`config.mk`:
```
export PLATFORM = sky130hd
export DESIGN_NAME = timer_apb_seq_flat
export DESIGN_NICKNAME = d
export VERILOG_FILES = /design/src/rtl/timer_apb_seq_if.sv /design/src/rtl/timer_apb_seq.sv /design/src/flat_wrapper.sv
export SDC_FILE = /design/constraint.sdc
export NUM_CORES = 1
export LEC_CHECK = 0
export ABC_CLOCK_PERIOD_IN_PS = 6000
export CAP_MARGIN = 20
export CORE_ASPECT_RATIO = 1.5
export CORE_MARGIN = 2
export CORE_UTILIZATION = 25
export DETAILED_ROUTE_END_ITERATION = 6
export SLEW_MARGIN = 40
export SYNTH_ARGS = -nofsm -noshare
export SYNTH_HDL_FRONTEND = slang
export SYNTH_SLANG_ARGS = --single-unit
```
`constraint.sdc`:
```
create_clock -name pclk -period 6 [get_ports pclk]
set_input_delay 1.5 -clock pclk [delete_from_list [all_inputs] [get_ports pclk]]
set_output_delay 1.5 -clock pclk [all_outputs]
set_load 0.03 [all_outputs]
```
`src/rtl/timer_apb_seq_if.sv`:
```
// ---------------------------------------------------------------------------
// timer_apb_seq_if
// Bundles the requester handshakes, the completion report and the APB master
// bus of timer_apb_seq.
//   req0_*/req1_*       : two command requesters (valid/cmd/data in, ready out)
//   done/done_id/rdata/err : completion report, valid for one cycle
//   psel/penable/pwrite/paddr/pwdata/prdata/pready/pslverr : APB bus
// Modport master is the sequencer side; modport slave is the environment
// (requesters plus the APB slave).
// ---------------------------------------------------------------------------
interface timer_apb_seq_if;
    logic       req0_valid;
    logic [1:0] req0_cmd;
    logic [7:0] req0_data;
    logic       req0_ready;
    logic       req1_valid;
    logic [1:0] req1_cmd;
    logic [7:0] req1_data;
    logic       req1_ready;

    logic       done;
    logic       done_id;
    logic [7:0] rdata;
    logic       err;

    logic       psel;
    logic       penable;
    logic       pwrite;
    logic [7:0] paddr;
    logic [7:0] pwdata;
    logic [7:0] prdata;
    logic       pready;
    logic       pslverr;

    modport master (
        input  req0_valid, req0_cmd, req0_data,
        input  req1_valid, req1_cmd, req1_data,
        output req0_ready, req1_ready,
        output done, done_id, rdata, err,
        output psel, penable, pwrite, paddr, pwdata,
        input  prdata, pready, pslverr
    );

    modport slave (
        output req0_valid, req0_cmd, req0_data,
        output req1_valid, req1_cmd, req1_data,
        input  req0_ready, req1_ready,
        input  done, done_id, rdata, err,
        input  psel, penable, pwrite, paddr, pwdata,
        output prdata, pready, pslverr
    );
endinterface

```
`src/rtl/timer_apb_seq.sv`:
```
// ---------------------------------------------------------------------------
// timer_apb_seq
// Turns START/STOP/LOAD/READ commands from two round-robin arbitrated
// requesters into single APB transfers to a timer peripheral, and reports
// each completion with done/done_id/rdata/err.
// Ports:
//   pclk   : clock, all logic on the rising edge
//   preset : synchronous active-high reset
//   bus    : timer_apb_seq_if.master (requesters, completion report, APB)
// Parameters: ADDR_TDR, ADDR_TCR, ADDR_TCNT (register addresses), TIMEOUT
// (ACCESS cycles with pready low before a transfer is aborted).
// Optional feature: define TIMER_APB_SEQ_READBACK_EN to read back every
// successful write from the same address and flag a mismatch as an error.
// ---------------------------------------------------------------------------
module timer_apb_seq #(
    parameter logic [7:0] ADDR_TDR  = 8'h00,
    parameter logic [7:0] ADDR_TCR  = 8'h01,
    parameter logic [7:0] ADDR_TCNT = 8'h03,
    parameter int         TIMEOUT   = 16
) (
    input  logic            pclk,
    input  logic            preset,
    timer_apb_seq_if.master bus
);
    localparam int TW = $clog2(TIMEOUT + 1);

    localparam logic [1:0] CMD_START = 2'b00;
    localparam logic [1:0] CMD_STOP  = 2'b01;
    localparam logic [1:0] CMD_LOAD  = 2'b10;
    localparam logic [1:0] CMD_READ  = 2'b11;

    typedef enum logic [2:0] {
        IDLE,
        SETUP,
        ACCESS,
`ifdef TIMER_APB_SEQ_READBACK_EN
        RB_SETUP,
        RB_ACCESS,
`endif
        DONE
    } state_t;

    state_t          state_q;
    state_t          state_d;
    logic            prio_q;
    logic            id_q;
    logic [TW-1:0]   tcnt_q;
    logic [7:0]      rdata_q;
    logic            err_q;
    logic [7:0]      paddr_q;
    logic [7:0]      pwdata_q;
    logic            pwrite_q;

    logic            any_req;
    logic            grant_id;
    logic [1:0]      sel_cmd;
    logic [7:0]      sel_data;
    logic            timeout_hit;

    // prio_q names the requester that wins when both are valid at once.
    assign any_req     = bus.req0_valid | bus.req1_valid;
    assign grant_id    = (bus.req0_valid && bus.req1_valid) ? prio_q : bus.req1_valid;
    assign sel_cmd     = grant_id ? bus.req1_cmd  : bus.req0_cmd;
    assign sel_data    = grant_id ? bus.req1_data : bus.req0_data;
    // Abort on the TIMEOUT-th consecutive low-pready cycle of an access.
    assign timeout_hit = (tcnt_q == TW'(TIMEOUT - 1));

    assign bus.paddr  = paddr_q;
    assign bus.pwdata = pwdata_q;
    assign bus.pwrite = pwrite_q;

    // Ready is only offered in IDLE and never while reset is held, so a
    // request raised during reset cannot appear accepted.
    assign bus.req0_ready = (state_q == IDLE) && !preset && any_req && !grant_id;
    assign bus.req1_ready = (state_q == IDLE) && !preset && any_req &&  grant_id;

    // Next-state and bus strobe decode; strobes follow the state directly so
    // a reset edge drops psel immediately.
    always_comb begin
        state_d     = state_q;
        bus.psel    = 1'b0;
        bus.penable = 1'b0;
        bus.done    = 1'b0;
        bus.done_id = 1'b0;
        bus.rdata   = 8'h00;
        bus.err     = 1'b0;
        case (state_q)
            IDLE: begin
                if (any_req) state_d = SETUP;
            end
            SETUP: begin
                bus.psel = 1'b1;
                state_d  = ACCESS;
            end
            ACCESS: begin
                bus.psel    = 1'b1;
                bus.penable = 1'b1;
                if (bus.pready) begin
`ifdef TIMER_APB_SEQ_READBACK_EN
                    state_d = (pwrite_q && !bus.pslverr) ? RB_SETUP : DONE;
`else
                    state_d = DONE;
`endif
                end else if (timeout_hit) begin
                    state_d = DONE;
                end
            end
`ifdef TIMER_APB_SEQ_READBACK_EN
            RB_SETUP: begin
                bus.psel = 1'b1;
                state_d  = RB_ACCESS;
            end
            RB_ACCESS: begin
                bus.psel    = 1'b1;
                bus.penable = 1'b1;
                if (bus.pready || timeout_hit) state_d = DONE;
            end
`endif
            DONE: begin
                bus.done    = 1'b1;
                bus.done_id = id_q;
                bus.rdata   = rdata_q;
                bus.err     = err_q;
                state_d     = IDLE;
            end
            default: state_d = IDLE;
        endcase
    end

    // State register plus the datapath: command decode at grant, timeout
    // counting and capture of the slave response.
    always_ff @(posedge pclk) begin
        if (preset) begin
            state_q  <= IDLE;
            prio_q   <= 1'b0;
            id_q     <= 1'b0;
            tcnt_q   <= '0;
            rdata_q  <= 8'h00;
            err_q    <= 1'b0;
            paddr_q  <= 8'h00;
            pwdata_q <= 8'h00;
            pwrite_q <= 1'b0;
        end else begin
            state_q <= state_d;
            case (state_q)
                IDLE: begin
                    if (any_req) begin
                        id_q    <= grant_id;
                        prio_q  <= ~grant_id;
                        rdata_q <= 8'h00;
                        err_q   <= 1'b0;
                        case (sel_cmd)
                            CMD_START: begin
                                paddr_q  <= ADDR_TCR;
                                pwdata_q <= {3'b000, 1'b1, sel_data[3:0]};
                                pwrite_q <= 1'b1;
                            end
                            CMD_STOP: begin
                                paddr_q  <= ADDR_TCR;
                                pwdata_q <= 8'h00;
                                pwrite_q <= 1'b1;
                            end
                            CMD_LOAD: begin
                                paddr_q  <= ADDR_TDR;
                                pwdata_q <= sel_data;
                                pwrite_q <= 1'b1;
                            end
                            CMD_READ: begin
                                paddr_q  <= ADDR_TCNT;
                                pwrite_q <= 1'b0;
                            end
                            default: ;
                        endcase
                    end
                end
                SETUP: tcnt_q <= '0;
                ACCESS: begin
                    if (bus.pready) begin
                        err_q <= bus.pslverr;
                        if (!pwrite_q) rdata_q <= bus.prdata;
`ifdef TIMER_APB_SEQ_READBACK_EN
                        // The readback reuses paddr/pwdata; only direction flips.
                        if (pwrite_q && !bus.pslverr) pwrite_q <= 1'b0;
`endif
                    end else begin
                        tcnt_q <= tcnt_q + TW'(1);
                        if (timeout_hit) err_q <= 1'b1;
                    end
                end
`ifdef TIMER_APB_SEQ_READBACK_EN
                RB_SETUP: tcnt_q <= '0;
                RB_ACCESS: begin
                    if (bus.pready) begin
                        rdata_q <= bus.prdata;
                        err_q   <= bus.pslverr | (bus.prdata != pwdata_q);
                    end else begin
                        tcnt_q <= tcnt_q + TW'(1);
                        if (timeout_hit) err_q <= 1'b1;
                    end
                end
`endif
                default: ;
            endcase
        end
    end
endmodule
```
`src/flat_wrapper.sv`:
```
// flat-port wrapper written by rule: the top's interface ports become plain ports
module timer_apb_seq_flat 
#(
    parameter logic [7:0] ADDR_TDR  = 8'h00,
    parameter logic [7:0] ADDR_TCR  = 8'h01,
    parameter logic [7:0] ADDR_TCNT = 8'h03,
    parameter int         TIMEOUT   = 16
)
  (pclk, preset, bus_req0_valid, bus_req0_cmd, bus_req0_data, bus_req1_valid, bus_req1_cmd, bus_req1_data, bus_req0_ready, bus_req1_ready, bus_done, bus_done_id, bus_rdata, bus_err, bus_psel, bus_penable, bus_pwrite, bus_paddr, bus_pwdata, bus_prdata, bus_pready, bus_pslverr);
  timer_apb_seq_if bus_i ();
  input  logic pclk;
  input  logic preset;
  input wire logic [$bits(bus_i.req0_valid)-1:0] bus_req0_valid;
  input wire logic [$bits(bus_i.req0_cmd)-1:0] bus_req0_cmd;
  input wire logic [$bits(bus_i.req0_data)-1:0] bus_req0_data;
  input wire logic [$bits(bus_i.req1_valid)-1:0] bus_req1_valid;
  input wire logic [$bits(bus_i.req1_cmd)-1:0] bus_req1_cmd;
  input wire logic [$bits(bus_i.req1_data)-1:0] bus_req1_data;
  output wire logic [$bits(bus_i.req0_ready)-1:0] bus_req0_ready;
  output wire logic [$bits(bus_i.req1_ready)-1:0] bus_req1_ready;
  output wire logic [$bits(bus_i.done)-1:0] bus_done;
  output wire logic [$bits(bus_i.done_id)-1:0] bus_done_id;
  output wire logic [$bits(bus_i.rdata)-1:0] bus_rdata;
  output wire logic [$bits(bus_i.err)-1:0] bus_err;
  output wire logic [$bits(bus_i.psel)-1:0] bus_psel;
  output wire logic [$bits(bus_i.penable)-1:0] bus_penable;
  output wire logic [$bits(bus_i.pwrite)-1:0] bus_pwrite;
  output wire logic [$bits(bus_i.paddr)-1:0] bus_paddr;
  output wire logic [$bits(bus_i.pwdata)-1:0] bus_pwdata;
  input wire logic [$bits(bus_i.prdata)-1:0] bus_prdata;
  input wire logic [$bits(bus_i.pready)-1:0] bus_pready;
  input wire logic [$bits(bus_i.pslverr)-1:0] bus_pslverr;
  assign bus_i.req0_valid = bus_req0_valid;
  assign bus_i.req0_cmd = bus_req0_cmd;
  assign bus_i.req0_data = bus_req0_data;
  assign bus_i.req1_valid = bus_req1_valid;
  assign bus_i.req1_cmd = bus_req1_cmd;
  assign bus_i.req1_data = bus_req1_data;
  assign bus_req0_ready = bus_i.req0_ready;
  assign bus_req1_ready = bus_i.req1_ready;
  assign bus_done = bus_i.done;
  assign bus_done_id = bus_i.done_id;
  assign bus_rdata = bus_i.rdata;
  assign bus_err = bus_i.err;
  assign bus_psel = bus_i.psel;
  assign bus_penable = bus_i.penable;
  assign bus_pwrite = bus_i.pwrite;
  assign bus_paddr = bus_i.paddr;
  assign bus_pwdata = bus_i.pwdata;
  assign bus_i.prdata = bus_prdata;
  assign bus_i.pready = bus_pready;
  assign bus_i.pslverr = bus_pslverr;
  timer_apb_seq #(.ADDR_TDR(ADDR_TDR), .ADDR_TCR(ADDR_TCR), .ADDR_TCNT(ADDR_TCNT), .TIMEOUT(TIMEOUT)) u_core (.pclk(pclk), .preset(preset), .bus(bus_i));
endmodule
```
# Word-level counts from Yosys, hierarchy flattened
# Cells that the tools add are included.
# totals
word_cells	71
out_inout_bits	32
mem_bits_rw	0
latch_bits	0
mem_count	0
mem_bits_ro	0
in_bits	34
reg_bits	36
# op_classes
div_mod_pow	0
bitwise_logic	2
n_shift	0
n_eq_ne	12
reduce_logical	21
order_cmp	0
mux	26
mul	0
n_addsub	1
# op_table
cell	n
case mux 8 bit (3 select lines)	2
2-to-1 mux 8 bit	5
case mux 8 bit (2 select lines)	1
case mux 5 bit (2 select lines)	1
2-to-1 mux 1 bit	9
2-to-1 mux 3 bit	3
case mux 3 bit (3 select lines)	1
== test 3 x 2 -> 1 bit (second input constant)	2
inequality test 2 bit (second input constant)	3
AND reduction 2 bit	3
AND reduction 3 bit	2
adder 5 x 1 -> 5 bit (second input constant)	1
== test 5 x 4 -> 1 bit (second input constant)	1
logical AND 1 bit	5
2-to-1 mux 5 bit	1
== test 2 bit (second input constant)	2
case mux 1 bit (2 select lines)	2
AND reduction 4 bit	1
nonzero test 2 bit	2
OR reduction 2 bit	2
== test 3 x 1 -> 1 bit (second input constant)	1
zero test 3 bit	1
inequality test 3 x 2 -> 1 bit (second input constant)	1
nonzero test 3 bit	1
8 further kinds	9

# Depth between registers and ports, before layout
# Gate-level depths: netlist (run 1).
# logic_depth
word_depth	6
depth_mapped	9
mapped_depth_nobuf	8

# Worst setup path after synthesis (run 1)
# Ideal clock, no wire load.
# synth_timing
path_type	input to output
from	in preset
to	out bus_req0_ready
t_required_ns	4.500
stages	2
t_arrival_ns	2.423
path_buffers	1
slack_ns	2.077
path_cell_list	clkbuf_1 -> a211oi_1
# synth_between
elab_chain_cells	4
# synth_lines
element	line	rtl
start: declaration	flat_wrapper.sv:12	input logic preset;
zero test 1 bit	timer_apb_seq.sv:74	assign bus.req0_ready = (state_q == IDLE) && !preset && any_req && !grant_id;
logical AND 1 bit (3 in a row)	timer_apb_seq.sv:74	
end: declaration	flat_wrapper.sv:19	output wire logic [$bits(bus_i.req0_ready)-1:0] bus_req0_ready;
# No other way between the ends.

# Worst setup path in the final report (run 1)
# Same ends and word-level chain as after synthesis.

==> results of run 1 <==
==> routing by layer <==
layer	wire [um]	track usage [%]	vias up
met5	0	0	-
met4	56	4.154	0
met3	286	3.475	4
met2	1674	18.89	53
met1	1350	11.00	595
li1	-	-	697
==> through the flow <==
step | instance area, sq um | power (uW) | cells | worst slack, ns | hold slack [ns]
floorplan | 1556 | 491.0 | 175 | 2.077 | 0.4317
global placement | 2163 | 603.4 | 296 | 1.437 | 0.4491
detailed placement | 2163 | 604.3 | 296 | 1.398 | 0.4465
CTS | 2250 | 766.0 | 303 | 1.397 | 0.4665
global route | 2250 | 814.6 | 303 | 1.370 | 0.4764
finish | 2250 | 750.5 | 303 | 1.431 | 0.4556
==> flip-flops by register name, summed over array words and instances, names as in the netlist, 2 cells and up <==
register / cells
u_core.bus.paddr: 2
u_core.bus.pwdata: 8
u_core.rdata_q: 8
u_core.state_q: 2
u_core.tcnt_q: 5
==> worst max-delay path, cell delays in order <==
cell,delay [ns]
clkdlybuf4s50_1,0.40
buf_4,0.21
a211oi_1,0.25
clkdlybuf4s50_1,0.71
==> power by group <==
group / switching [uW] / leakage [uW] / internal, uW
sequential: 23.4 / 0.000236 / 226
combinational: 199 / 0.000613 / 146
clock: 65.3 / 0.0000443 / 90.7
==> logic make-up after synthesis <==
logic type	share of synthesized area (%)
adders and majority gates	9.764
DFF	37.75
AOI/OAI and AO/OA	17.90
muxes	6.672
other	0.2439
buffers and inverters	7.160
and+or+nand+nor	20.50
==> synthesized netlist by cell type, drive strengths merged, types with 3 or more instances <==
cell and count:
dfxtp 29, nor2 21, ha 12, and2 11, a21oi 9, a22oi 9
buf 9, mux2i 8, o21ai 8, inv 7, nand2 6, o2bb2ai 6
clkbuf 4, nor2b 4, a211oi 3
==> worst paths after layout <==
check	startpoint	end	slack, ns	depth (start not counted)
hold / removal	u_core.id_q	u_core.id_q	0.46	2
setup reg to reg	u_core.prio_q	u_core.bus.pwdata[1]	3.41	8
setup / recovery	preset	bus_req0_ready	1.43	4
hold reg to reg	u_core.id_q	u_core.id_q	0.46	2
==> final cells by class <==
type,count,area [sq um],area share (%)
Timing Repair Buffer,60,598.1,26.59
Inverter,7,26.28,1.168
Multi-Input combinational cell,126,865.8,38.49
Clock buffer,7,86.33,3.838
Sequential cell,29,580.6,25.81
Tap cell,74,92.59,4.116
==> impl_metrics.tcl, run 1 <==
set metrics [dict create \
    outcome "finished clean" \
    routedWlPerCell_um 11.12 \
    wl_mm 3.368 \
    vias_per_cell 4.452 \
    fin_setup_tns_ns 0 \
    period_share_pct 76.16 \
    io_buffers 59 \
    ys_types 38 \
    dr.pass1.iters 2 \
    synth_edf_count 0 \
    cts_tree "built" \
    synth-seq-cells 29 \
    worst_setup_path_end_kind "primary output" \
    ios 66 \
    clock_path_buffers 2 \
    fp.dieArea_sq_um 6807 \
    area_delta_synth_final_pct 46.30 \
    yosysSeqAreaShare_pct 37.75 \
    cts_setup_buffers 0 \
    mostFrequentLayoutCells "59 x clkdlybuf4s50_1, 29 x dfxtp_1, 21 x nor2_1, 12 x ha_1, 10 x and2_1" \
    grt_max_degree 25 \
    rows 35 \
    yosys.area.top_type "dfxtp_1" \
    leakagePower_uw 0.0008938 \
    post-dp-hpwl_mm 2.650 \
    powerDensity_nw_per_um2 333.6 \
    syn_area_sq_um 1538 \
    diodes 0 \
    finalHoldViolCount 0 \
    slew_violations 0 \
    drive_above_1_share_pct 5.677 \
    die_w_um 68.04 \
    final_core_util_pct 37.23 \
    fin_nets 275 \
    gp_congestion 0.7283 \
    synth_flop_cell "dfxtp_1" \
    fmax_mhz 218.9 \
    clk_pin_slew_worst_paths_ns 0.05 \
    syn_avg_cell_area_sq_um 9.045 \
    vdd_ir_drop_max_mv 0.1330 \
    grt_pass1_vias 1343 \
    critPathMaxFanout 24 \
    antenna_found_initial 0 \
    die_h_um 100.1 \
    cp.required_ns 4.50 \
    gr-total-overflow 0 \
    maxCapViolCount 0 \
    hold_path.class "flip-flop to flip-flop" \
    start_kind "input port" \
    skew_ns 0.007734 \
    cts_resized 0 \
    worstSetupPathType "input port to primary output" \
    htreeDepth 2 \
    yosys-top-cells-area "dfxtp_1 38%, ha_1 9.8%, mux2i_1 5.2%" \
    synth_warnings 0 \
    start_util_pct 25.45 \
    grt_use_total_pct 10.57 \
    nFillCells 649 \
    vias 1349 \
    rsz0062_at_grt "false" \
    cts_num_sinks 29 \
    grt_pass1_wl_mm 5.602 \
    yosys.area.top_type_share_pct 37.75 \
    async_flop_share_pct 0 \
    ctsHoldBuffers 0 \
    slew-limit-headroom_pct 56.84 \
    cts_buffers 5 \
    final_common_cell "clkdlybuf4s50_1" \
    post-route-drc-count 0 \
    drt_iter0_markers 15 \
    drt.antenna.violating_nets 0 \
    design.core.area_sq_um 6043 \
    period_minus_slack_ns 4.569 \
    cp.arrival_ns 3.07 \
    max_slew.worst_pin.slew_ns 0.6451 \
    clk_latency_ns 0.27 \
    clock-root-buffer "clkbuf_8" \
    netlist_instances 170 \
    finalSetupViolCount 0 \
]
No activity file was read; power rests on OpenSTA's default activity.
==> inputs of run 2 (changes only) <==
--- a/config.mk
+++ b/config.mk
@@ -5,7 +5,7 @@
 export SDC_FILE = /design/constraint.sdc
 export NUM_CORES = 1
 export LEC_CHECK = 0
-export ABC_CLOCK_PERIOD_IN_PS = 6000
+export ABC_CLOCK_PERIOD_IN_PS = 4000
 export CAP_MARGIN = 20
 export CORE_ASPECT_RATIO = 1.5
 export CORE_MARGIN = 2
==> constraint.sdc (replaced) <==
create_clock -name pclk -period 4 [get_ports pclk]
set_input_delay 1 -clock pclk [delete_from_list [all_inputs] [get_ports pclk]]
set_output_delay 1 -clock pclk [all_outputs]
set_load 0.03 [all_outputs]
==> impl_metrics.tcl, run 2 (synthesized netlist as in run 1, its figures left out) <==
set metrics [dict create \
    grt_pass1_wl_mm 5.685 \
    fin_nets 276 \
    slew-limit-headroom_pct 56.89 \
    nFillCells 648 \
    fin_setup_tns_ns 0 \
    dp_cells 297 \
    io_buffers 59 \
    slew_violations 0 \
    grt_use_total_pct 10.71 \
    gp_congestion 0.6963 \
    rsz0062_at_grt "false" \
    clk_pin_slew_worst_paths_ns 0.06 \
    cts_buffers 5 \
    design.core.area_sq_um 6043 \
    clock-root-buffer "clkbuf_8" \
    leakagePower_uw 0.0008953 \
    drt.antenna.violating_nets 0 \
    gr-total-overflow 0 \
    dr.pass1.iters 4 \
    clk_latency_ns 0.27 \
    vias 1371 \
    start_util_pct 25.45 \
    drive_above_1_share_pct 6.061 \
    skew_ns 0.006352 \
    worst_setup_path_end_kind "primary output" \
    finalHoldViolCount 0 \
    place_area_sq_um 2168 \
    rows 35 \
    cts_resized 0 \
    ctsHoldBuffers 0 \
    grt_pass1_vias 1326 \
    post-dp-hpwl_mm 2.749 \
    multi_input_area_sq_um 865.8 \
    powerDensity_nw_per_um2 496.4 \
    cts_tree "built" \
    period_minus_slack_ns 3.510 \
    critPathMaxFanout 5 \
    vdd_ir_drop_max_mv 0.1817 \
    dp_slack_ns 0.3303 \
    fmax_mhz 284.9 \
    routedWlPerCell_um 11.45 \
    fp.dieArea_sq_um 6807 \
    maxCapViolCount 0 \
    period_share_pct 87.75 \
    post-route-drc-count 0 \
    cts_setup_buffers 0 \
    final_core_util_pct 37.21 \
    die_w_um 68.04 \
    finalNonFillerCells 305 \
    hold_path.class "flip-flop to flip-flop" \
    final_common_cell "clkdlybuf4s50_1" \
    seq_area_sq_um 580.6 \
    cts_num_sinks 29 \
    outcome "finished clean" \
    clock_path_buffers 2 \
    ios 66 \
    htreeDepth 2 \
    finalSetupViolCount 0 \
    diodes 0 \
    start_kind "input port" \
    cp.required_ns 3.00 \
    grt_max_degree 24 \
    drt_iter0_markers 23 \
    area_delta_synth_final_pct 46.22 \
    worstSetupPathType "input port to primary output" \
    wl_mm 3.493 \
    cp.arrival_ns 2.51 \
    vias_per_cell 4.495 \
    worst_slack_ns 0.4899 \
    mostFrequentLayoutCells "58 x clkdlybuf4s50_1, 29 x dfxtp_1, 21 x nor2_1, 12 x ha_1, 10 x and2_1" \
    die_h_um 100.1 \
    max_slew.worst_pin.slew_ns 0.6443 \
    final_cell_area_sq_um 2248 \
    antenna_found_initial 0 \
]
## run 2: changes by cell type in the layout (fill, tap and decap cells not counted), sizes merged
cell,change
clkbuf,+1
buf,+2
clkdlybuf4s50,-1
## run 2: area by class of cell
| type | instances | area share (%) |
|---|---|---|
| multi-input cells | 126 | 38.51 |
| inverters | 7 | 1.169 |
| flip-flops and latches | 29 | 25.82 |
| repair buffers | 61 | 26.82 |
| clock buffers | 8 | 3.561 |
| well taps | 74 | 4.118 |
## run 2: metal layers
layer	global-route usage, %	vias up	share of wire (%)
li1	-	704	-
met1	11.01	609	40
met2	19.49	53	51
met3	3.251	5	7.8
met4	4.154	0	1.7
met5	0	-	0
## run 2: final timing paths
check | startpoint | end | slack, ns | depth (start not counted)
max | bus_req0_valid | bus_req1_ready | 0.49 | 5
min | u_core.id_q | u_core.id_q | 0.46 | 2
max reg2reg | u_core.prio_q | u_core.bus.pwdata[0] | 1.53 | 8
min reg2reg | u_core.id_q | u_core.id_q | 0.46 | 2
## run 2: report_power, final
group,switching [uW],internal (uW),total [uW]
logic,297,219,516
registers,36.0,340,376
clock network,101,123,224
## run 2: per-stage QoR
stage                     hold WS, ns  total power, uW
final                          0.4597             1116
after global routing           0.4851             1208
after CTS                      0.4584             1142
after detailed placement       0.4486            907.3
after global placement         0.4474            903.4
after floorplan                0.4317            736.5
## run 2: worst max-delay path, stage by stage
cell and delay, ns:
clkdlybuf4s50_1 0.48, nand2b_1 0.13, nand3_1 0.10, nor2_1 0.11, clkdlybuf4s50_1 0.69
==> patch 1 (flow settings as in run 2) <==
`TIMEOUT` is set to 16 in 2 places; all go to 32.
--- a/src/rtl/timer_apb_seq.sv
+++ b/src/rtl/timer_apb_seq.sv
@@ -17,5 +17,5 @@
     parameter logic [7:0] ADDR_TCR  = 8'h01,
     parameter logic [7:0] ADDR_TCNT = 8'h03,
-    parameter int         TIMEOUT   = 16
+    parameter int         TIMEOUT   = 32
 ) (
     input  logic            pclk,
--- a/src/flat_wrapper.sv
+++ b/src/flat_wrapper.sv
@@ -5,5 +5,5 @@
     parameter logic [7:0] ADDR_TCR  = 8'h01,
     parameter logic [7:0] ADDR_TCNT = 8'h03,
-    parameter int         TIMEOUT   = 16
+    parameter int         TIMEOUT   = 32
 )
   (pclk, preset, bus_req0_valid, bus_req0_cmd, bus_req0_data, bus_req1_valid, bus_req1_cmd, bus_req1_data, bus_req0_ready, bus_req1_ready, bus_done, bus_done_id, bus_rdata, bus_err, bus_psel, bus_penable, bus_pwrite, bus_paddr, bus_pwdata, bus_prdata, bus_pready, bus_pslverr);
Check against the original RTL: no difference found for any inputs over 10 cycles, from zero or initial values and one cycle with preset high; that may be too few to reach the edited logic, so the function may still have changed.
==> patch 1 against run 2 <==
Final area increased by 11%. Total power increased by 14%. Routed wire length increased by 24%. Sequential cell count increased by 1. Clock power increased by 14%. Non-clock buffer count increased by 2. Setup slack improved by 0.29 ns. Synthesized area increased by 16%. Sequential power increased by 2%. Critical path type unchanged. Highest routed layer unchanged.
==> patch 1: results (changes against run 2) <==
CTS root buf -> clkbuf_8 (unchanged)
share of layout cells above drive strength 1 -> 7.38% (was 6.06%)
final antenna-violating net count -> 0 (unchanged)
WL met3 -> 271 microns (unchanged)
initial DRC count -> 44 (was 23)
Ys Warns -> 0 (unchanged)
clock latency at the later pin of the worst-skew pair -> 0.28 ns
vias in the first global route -> 1636 (was 1326)
global-route wire length before repair -> 7510 microns (was 5690 microns)
maximum root-to-sink buffer count -> 2 (unchanged)
run status -> finished clean (unchanged)
sequential share of the synthesized area -> 33.6% (was 37.8%)
worst-path fanout max -> 6 (was 5)
Filler cells -> 755 (was 648)
Setup Buffers After CTS -> 0 (unchanged)
Initial DRT Pass Iterations -> 4 (unchanged)
dpl hpwl -> 3410 microns (was 2750 microns)
Clock Skews -> 0.00722 ns (was 0.00635 ns)
pre-CTS WS -> 0.438 ns (was 0.330 ns)
P_leak -> 1.02 nW (was 0.895 nW)
largest net degree at the start of global routing -> 27 (was 24)
via/cell ratio -> 4.61 (was 4.50)
Hold Crit Class -> flip-flop to flip-flop (unchanged)
r2r setup slk -> 1.73 ns (was 1.53 ns)
Final Max Tran Viols -> 0 (unchanged)
initial antenna violation count -> 0 (unchanged)
CTS Buf Count -> 5 (unchanged)
met2 routed WL -> 2260 microns (was 1770 microns)
Finished Cell Area -> 0.00250 sq mm (was 0.00225 sq mm)
ys async rst share -> 0% (unchanged)
Post-Route WL -> 4330 microns (was 3490 microns)
H-tree Lvls -> 2 (unchanged)
synth top area cells -> dfxtp_1 (34%), ha_1 (7.7%), and2_1 (6.3%) (was dfxtp_1 (38%), ha_1 (9.8%), mux2i_1 (5.2%))
placed standard-cell area -> 0.00240 sq mm (was 0.00217 sq mm)
M1 wire length -> 1700 microns (was 1400 microns)
I/O Buffers -> 59 (unchanged)
VDD IR-drop max -> 0.159 mV (was 0.182 mV)
CP startpoint kind -> input port (unchanged)
top cells by count, synth -> dfxtp_1 (30), nor2_1 (20), and2_1 (18) (was dfxtp_1 (29), nor2_1 (21), ha_1 (12))
antenna diode count -> 0 (unchanged)
post-cts resize count -> 0 (unchanged)
Highest Signal Layer -> met4 (unchanged)
fmax -> 310 MHz (was 285 MHz)
NumNets Final -> 315 (was 276)
placer congestion estimate -> 0.797 (was 0.696)
arrival time worst endpoint -> 2.22 ns (was 2.51 ns)
Overall Global Routing Usage -> 12.2% (was 10.7%)
count of cell types in the netlist -> 42 (was 38)
Worst Tran Pin Value -> 0.578 ns (was 0.644 ns)
Reg clk slew, reported paths -> 0.06 ns (about the same)
==> patch 1: cell types whose count changed after synthesis, moves of 4 or more <==
cell,change
nand2b_1,+4
a21boi_0,+6
a21oi_1,+6
o2bb2ai_1,-6
nand2_1,+6
and2_1,+8
and3_1,+7
a22oi_1,-8
o21ai_0,+6
==> patch 1: worst max-delay path, cell delays in order <==
cell	delay, ns
clkdlybuf4s50_1	0.52
nand2b_1	0.22
nand3_1	0.12
nor2_1	0.17
buf_4	0.19
==> patch 1: through the flow <==
stage                     hold slack (ns)  util (%)  instances
after global routing                0.485      36.2        349
after detailed placement            0.446      34.8        341
after CTS                           0.463      36.2        349
after global placement              0.448      34.8        341
after floorplan                     0.432         -        216
final                               0.460      36.2        349
==> patch 1: logic make-up (layout without fill, tap and decap cells) <==
| logic type | Yosys count | count (layout) | share of synthesized area (%) |
|---|---|---|---|
| xor+xnor | 1 | 1 | 0.491 |
| compound gates | 48 | 48 | 17.4 |
| flops | 30 | 30 | 33.6 |
| mux | 12 | 12 | 6.80 |
| fa+ha+maj | 11 | 11 | 7.71 |
| other cells | 1 | 6 | 0.210 |
| buf+inv | 23 | 78 | 7.85 |
| simple gates | 85 | 85 | 25.9 |
==> patch 1: area by class of cell <==
type                            instances  area share, %
Tap cell                               78           3.91
Inverter                                7           1.05
Clock buffer                            6           3.30
Multi-Input combinational cell        163           42.6
Clock inverter                          2          0.501
Timing Repair Buffer                   63           24.6
Sequential cell                        30           24.0
==> patch 1: path summary, 6_finish.rpt <==
kind / start / to / depth (start not counted)
max: bus_req0_valid / bus_req1_ready / 5
min: u_core.bus.pwdata[0] / u_core.bus.pwdata[0] / 2
max reg2reg: u_core.prio_q / u_core.bus.pwdata[2] / 8
min reg2reg: u_core.bus.pwdata[0] / u_core.bus.pwdata[0] / 2
==> patch 1: per-layer routing <==
layer	GRT usage, %	vias to the layer above
met5	0	-
met2	21.0	58
met1	13.9	717
met4	4.76	0
li1	-	825
met3	3.46	10
==> patch 1: power by group <==
group / switching [mW] / internal [mW]
sequential: 0.0348 / 0.348
clock: 0.117 / 0.138
combinational: 0.367 / 0.270
==> patch 2 (settings of run 2) <==
Without the edit above. The 4 states of `state_t` get a one-hot encoding in 4 bits.
--- a/src/rtl/timer_apb_seq.sv
+++ b/src/rtl/timer_apb_seq.sv
@@ -30,13 +30,13 @@
     localparam logic [1:0] CMD_READ  = 2'b11;
 
-    typedef enum logic [2:0] {
-        IDLE,
-        SETUP,
-        ACCESS,
+    typedef enum logic [3:0] {
+        IDLE   = 4'b0001,
+        SETUP  = 4'b0010,
+        ACCESS = 4'b0100,
 `ifdef TIMER_APB_SEQ_READBACK_EN
         RB_SETUP,
         RB_ACCESS,
 `endif
-        DONE
+        DONE   = 4'b1000
     } state_t;
 
Function: same outputs for any inputs over 10 cycles, from zero or initial values and one cycle with preset high; not proved beyond that.
==> patch 2 against run 2 <==
Non-clock buffer count increased by 1. Routed wire length increased by 17%. Via count increased by 8.3%. Total power decreased by 19%. Clock skew increased by 0.0034 ns. Final area increased by 8.4%. Largest cell class unchanged. Sequential cell count increased by 2. Critical endpoint is now bus_req0_ready. Setup slack got worse by 0.081 ns. Combinational power decreased by 49%. Synthesized area increased by 10%. Critical path depth unchanged. Critical path type unchanged. Synthesized cell count increased by 13%. Hold slack got worse by 0.0018 ns.
==> patch 2: results (changes against run 2) <==
largest net degree at the start of global routing -> 42 (was 24)
placed cell count -> 319 (was 297)
synth top area cells -> dfxtp_1 (37%), o32ai_1 (8.3%), mux2i_1 (5.3%) (was dfxtp_1 (38%), ha_1 (9.8%), mux2i_1 (5.2%))
Reg clk slew, reported paths -> 0.06 ns (about the same)
P_leak -> 0.984 nW (was 0.895 nW)
sequential share of the synthesized area -> 36.6% (was 37.8%)
Comb power frac -> 28.7% (was 46.3%)
run status -> finished clean (unchanged)
clock share of power -> 32.3% (was 20.1%)
final std cells w/o fill -> 326 (was 305)
top cells by count, synth -> dfxtp_1 (31), inv_1 (21), nor2_1 (16), o32ai_1 (16), and2_1 (11) (was dfxtp_1 (29), nor2_1 (21), ha_1 (12))
worst-path fanout max -> 5 (unchanged)
antenna diode count -> 0 (unchanged)
vias in the first global route -> 1495 (was 1326)
arrival time worst endpoint -> 2.59 ns (was 2.51 ns)
mux contribution to synthesized area -> 5.98% (was 6.67%)
ys flop type -> dfxtp_1 (unchanged)
clock latency at the later pin of the worst-skew pair -> 0.28 ns
Design Power -> 0.910 mW (was 1.12 mW)
Clock Skews -> 0.00970 ns (was 0.00635 ns)
Max-slew headroom -> 66.2% (was 56.9%)
dpl hpwl -> 3160 microns (was 2750 microns)
ys async rst share -> 0% (unchanged)
met3 usage -> 3.28% (was 3.25%)
placer congestion estimate -> 0.785 (was 0.696)
Critical Path Max Stage Delay -> 0.66 ns (was 0.69 ns)
Initial DRT Pass Iterations -> 4 (unchanged)
I/O Buffers -> 59 (unchanged)
CP top delay family -> buffers and inverters (unchanged)
VDD IR-drop max -> 0.164 mV (was 0.182 mV)
NumNets Final -> 291 (was 276)
Setup Buffers After CTS -> 0 (unchanged)
met2 usage -> 20.1% (was 19.5%)
Compound-Gate Fraction of Synth Area -> 15.9% (was 17.9%)
initial DRC count -> 52 (was 23)
Switching Power -> 0.280 mW (was 0.434 mW)
met1 Usage GRT -> 13.9% (was 11.0%)
Adder-Cell Fraction of Synth Area -> 5.17% (was 9.76%)
placed standard-cell area -> 0.00233 sq mm (was 0.00217 sq mm)
xor/xnor share of the synthesized area -> 1.55% (was 0%)
wire per inst -> 12.6 microns (was 11.5 microns)
count of cell types in the netlist -> 45 (was 38)
Post-Syn Instances -> 192 (was 170)
final setup fails -> 0 (unchanged)
R2R cell count -> 9 (was 8)
global-route wire length before repair -> 7000 microns (was 5690 microns)
CTS Buf Count -> 5 (unchanged)
share of layout cells above drive strength 1 -> 7.20% (was 6.06%)
Vias -> 1485 (was 1371)
Overall Global Routing Usage -> 11.7% (was 10.7%)
Hold Crit Class -> flip-flop to flip-flop (unchanged)
-- patch 2: cell types whose count changed after synthesis, sizes merged, moves of 5 or more --
cell / before / now
o32ai: 0 / 16
inv: 7 / 21
a22oi: 9 / 0
nand2b: 2 / 9
o2bb2ai: 6 / 0
ha: 12 / 7
-- patch 2: layout make-up --
cell class	count	area (sq um)
Timing Repair Buffer	62	611
Sequential cell	31	621
Clock inverter	1	30.0
Inverter	21	78.8
Fill cell	677	4090
Tap cell	76	95.1
Multi-Input combinational cell	129	930
Clock buffer	6	72.6
-- patch 2: worst paths after layout --
path	end	start	slack, ns
worst min-delay path	u_core.bus.paddr[1]	u_core.bus.paddr[1]	0.46
worst max-delay path	bus_req0_ready	bus_req1_valid	0.41
worst max register to register	u_core.bus.pwdata[3]	u_core.prio_q	1.62
worst min register to register	u_core.bus.paddr[1]	u_core.bus.paddr[1]	0.46
-- patch 2: per-layer routing --
layer,vias to the layer above,routed length (microns)
met1,663,1730
met4,0,24
met3,2,204
met5,-,0
li1,772,-
met2,48,2140
